### config.mk
export PLATFORM = sky130hd
export DESIGN_NAME = lda_arbiter
export DESIGN_NICKNAME = d
export VERILOG_FILES = /design/src/rtl/lda_arbiter.sv
export SDC_FILE = /design/constraint.sdc
export NUM_CORES = 1
export LEC_CHECK = 0
export CORE_MARGIN = 2
export CORE_UTILIZATION = 31
export DETAILED_ROUTE_END_ITERATION = 16
export HOLD_SLACK_MARGIN = 0.05
export PLACE_DENSITY = 0.75
export SYNTH_ARGS = -nofsm -noshare
export SYNTH_HDL_FRONTEND = slang
export SYNTH_SLANG_ARGS = --single-unit
### constraint.sdc
create_clock -name i_clk -period 1.62 [get_ports i_clk]
set_clock_uncertainty 0.1 [all_clocks]
set_input_delay 0.243 -clock i_clk [delete_from_list [all_inputs] [get_ports i_clk]]
set_output_delay 0.243 -clock i_clk [all_outputs]
set_load 0.01 [all_outputs]
### src/rtl/lda_arbiter.sv
// rtl/lda_arbiter.sv - two-requester arbiter and start/done sequencer for the LDA core
// Optional feature: define LDA_ARB_RR_EN for round-robin arbitration (default: requester 0 has fixed priority).
module lda_arbiter #(
    parameter int DONE_TIMEOUT = 0
) (
    input  logic        i_clk,
    input  logic        i_reset,
    input  logic [1:0]  i_valid,
    output logic [1:0]  o_ready,
    input  logic [36:0] i_cmd0,
    input  logic [36:0] i_cmd1,
    output logic [1:0]  o_done,
    output logic        o_error,
    output logic        o_busy,
    output logic [8:0]  o_x0,
    output logic [8:0]  o_x1,
    output logic [7:0]  o_y0,
    output logic [7:0]  o_y1,
    output logic [2:0]  o_color,
    output logic        o_start,
    input  logic        i_done
);

    typedef enum logic [1:0] {
        S_IDLE,
        S_START,
        S_WAIT,
        S_DONE
    } state_t;

    localparam bit          WD_EN   = (DONE_TIMEOUT > 0);
    localparam logic [15:0] WD_LAST = WD_EN ? 16'(DONE_TIMEOUT - 1) : 16'd0;

    state_t      r_state;
    state_t      w_next;
    logic        r_last;
    logic        r_gnt;
    logic [15:0] r_wd_cnt;
    logic        w_gnt;
    logic        w_accept;
    logic        w_wd_hit;

    // w_gnt is only meaningful while at least one i_valid bit is set
`ifdef LDA_ARB_RR_EN
    assign w_gnt = (&i_valid) ? ~r_last : i_valid[1];
`else
    assign w_gnt = ~i_valid[0];
`endif

    assign w_accept = (r_state == S_IDLE) && (|i_valid) && !i_reset;
    assign o_ready  = w_accept ? (w_gnt ? 2'b10 : 2'b01) : 2'b00;
    assign w_wd_hit = WD_EN && (r_wd_cnt == WD_LAST);

    always_comb begin
        w_next = r_state;
        case (r_state)
            S_IDLE:  if (|i_valid) w_next = S_START;
            S_START: w_next = S_WAIT;
            S_WAIT:  if (i_done || w_wd_hit) w_next = S_DONE;
            S_DONE:  w_next = S_IDLE;
            default: w_next = S_IDLE;
        endcase
    end

    always_ff @(posedge i_clk) begin
        if (i_reset) begin
            r_state  <= S_IDLE;
            r_last   <= 1'b1;
            r_gnt    <= 1'b0;
            r_wd_cnt <= 16'd0;
            o_start  <= 1'b0;
            o_busy   <= 1'b0;
            o_done   <= 2'b00;
            o_error  <= 1'b0;
            o_x0     <= 9'd0;
            o_x1     <= 9'd0;
            o_y0     <= 8'd0;
            o_y1     <= 8'd0;
            o_color  <= 3'd0;
        end else begin
            r_state <= w_next;
            o_start <= (w_next == S_START);
            o_busy  <= (w_next != S_IDLE);
            o_done  <= 2'b00;
            o_error <= 1'b0;

            if (w_accept) begin
                r_gnt <= w_gnt;
                {o_x0, o_x1, o_y0, o_y1, o_color} <= w_gnt ? i_cmd1 : i_cmd0;
            end

            // counter is zero on the first WAIT cycle because it idles at zero elsewhere
            if (WD_EN && r_state == S_WAIT)
                r_wd_cnt <= r_wd_cnt + 16'd1;
            else
                r_wd_cnt <= 16'd0;

            // a real completion wins over a watchdog hit in the same cycle
            if (r_state == S_WAIT && w_next == S_DONE) begin
                o_done  <= r_gnt ? 2'b10 : 2'b01;
                o_error <= ~i_done;
            end

            if (r_state == S_DONE)
                r_last <= r_gnt;
        end
    end

endmodule

==> out/results.txt <==
status - finished clean
Crit path largest cell delay - 0.36 ns
final-report max-slew violation count - 0
H-tree lvl count - 2
largest net degree at the start of global routing - 38
vias per std cell - 4.782
Tcrit/Tclk final - 97.47%
Post-synth ARST share - 0%
Layout Nets - 367
WP data required - 1.70 ns
Slew HR - 80.65%
core area - 5507 um2
flops & latches, synth - 45
CTS root buf - clkbuf_8
diode count - 0
HP Start - r_gnt
setup violators final - 0
synth unique cells - 20
Worst-path clk slew - 0.08 ns
Core Rows - 27
RSZ-0062 raised after global routing - true
Routed WL - 4774 um
wire per inst - 13.34 um
P&R area growth vs syn - 81.09%
vias in the first global route - 1726
gr ovfl total - 0
Worst Max-Slew Pin Slew - 0.2903 ns
clk_lat worst skew - 0.29 ns
cell area power density - 1237 nW/um2
fin worst setup slack - 0.04091 ns
DIE HEIGHT - 79.36 um
Post-synth EDFFs - 0
Area after DPL - 3062 um2
commonest non-fill, non-tap cell in the layout - clkdlybuf4s50_1
synthesized area - 1760 um2
r2r setup slk - 0.04 ns
die width - 79.36 um
syn_nets - 237
GP Congestion - 0.7151
Min-Delay Path Class - reg2reg
Startpoint Class - register
post-route cell area - 3188 um2
Max FO, Critical Path - 17
DP HPWL - 3641 um
hold path cells - 1
hold slack - 0.3455 ns
GRT Util Overall - 15.32%
reg2reg path depth - 6
vias - 1712
VDD IR max - 0.5870 mV
Starting DRT DRC Count - 41
clk sinks - 45
Starting Density - 31.97%
TritonRoute pass-1 iters - 4
I/O pin count - 123
clk buf depth - 2
Max-cap violations - 0
# DRC - 0
Syn Area/Cell - 11.36 um2
R2R Path End - o_x1[4]
dpl ws - -0.2750 ns
arrival time at the worst endpoint - 1.66 ns
Worst Hold End - o_done[0]
slowest cell on the critical path - dfxtp_2
post-cts hold buffer count - 0
fin util - 57.90%
Port Buffers - 122
ys flop type - dfxtp_1
CTS tree - built
Num CTS Buffers - 5
Tot Pwr - 3.943 mW
Mapped Cells - 155
Die Area - 6298 um2
Synthesis Warnings - 0
Setup CP Type - reg2reg
crit-path cells - inv_4, ha_4, and3b_2, buf_6, a22o_1, a21o_1
Critical R2R Launch - r_state[0]
DRT antenna net count - 0
crit path capture type - register
Fin. Hold Viols - 0
first-pass GRT wire length - 7652 um
post-route minimum period - 1.579 ns
commonest cells after routing, fill and taps aside - clkdlybuf4s50_1, dfxtp_1, a22o_1, a21o_1, buf_4
layout cells sized above 1 - 10.14%
leakage power - 1.517 nW
sequential fraction of the synthesis area - 51.17%
initial antenna violation count - 0
fmax - 633.3 MHz
## sequential cells by signal, indices dropped and copies added (netlist names)
name / flops
o_x0: 9
o_x1: 9
o_y0: 8
o_y1: 8
o_color: 3
o_done: 2
r_state: 2
o_busy: 1
o_error: 1
o_start: 1
r_gnt: 1
## area by class of cell
type | count | area [um2]
Sequential cell | 45 | 903.4
Fill cell | 508 | 2318
Timing Repair Buffer | 134 | 1319
Multi-Input combinational cell | 93 | 770.7
Clock buffer | 8 | 80.08
Inverter | 6 | 25.02
Tap cell | 72 | 90.09
## metal layers
layer	track usage (%)	vias up	wire length, um	part of all wire, %
li1	-	841	-	-
met2	26.95	77	2218	46
met1	16.48	783	1925	40
met5	0	-	0	0
met4	5.862	0	99	2.1
met3	6.023	11	530	11
## synth_stat cells (3+ instances only)
library cell	instances	share of area, %
dfxtp_1	45	51
ha_1	3	2.1
inv_1	6	1.3
buf_6	6	3.8
buf_2	5	1.4
a22o_1	37	18
a21o_1	37	16
nor2_1	4	0.85
## what timing repair did
action / 4_1_cts / 5_1_grt
setup buffers: 0 / 1
pin swaps: 1 / 1
setup endpoints to repair: 45 / 38
gates resized for setup: 20 / 4
## report_power, final
group / switching (mW) / internal (mW) / total, mW / leakage (nW)
Sequential: 0.135 / 1.40 / 1.54 / 0.371
Combinational: 0.689 / 1.07 / 1.76 / 1.11
Clock: 0.337 / 0.307 / 0.644 / 0.0395
## stage by stage
step | TNS (ns) | cells
2_1_floorplan | 0 | 155
3_3_place_gp | -8.627 | 349
3_5_place_dp | -9.560 | 349
4_1_cts | 0 | 357
5_1_grt | -0.1659 | 358
6_report | 0 | 358
## how the worst max path moves through the flow
stage          slack [ns]         end  startpoint
2_1_floorplan       0.004      o_busy  r_state[0]
3_3_place_gp        -0.26  o_ready[1]  i_valid[0]
3_5_place_dp        -0.27      o_busy  i_valid[1]
4_1_cts              0.01     o_x1[4]  r_state[0]
5_1_grt             -0.02     o_x1[4]  r_state[0]
6_report             0.04     o_x1[4]  r_state[0]
## critical path, delay by kind of cell, from the launching register on
kind,cells,cell delay [ns]
buffers and inverters,2,0.22
DFF,1,0.36
AOI/OAI and AO/OA,2,0.40
adders and majority gates,1,0.16
and+or+nand+nor,1,0.23
## cell families (layout without fill, tap and decap cells)
kind of cell	Yosys count	count (layout)	synth area share, %
flops	45	45	51.17
simple gates	11	11	4.052
buf+inv	17	148	6.538
fa+ha+maj	3	3	2.132
compound gates	79	79	36.11
No activity file was read; power rests on OpenSTA's default activity.
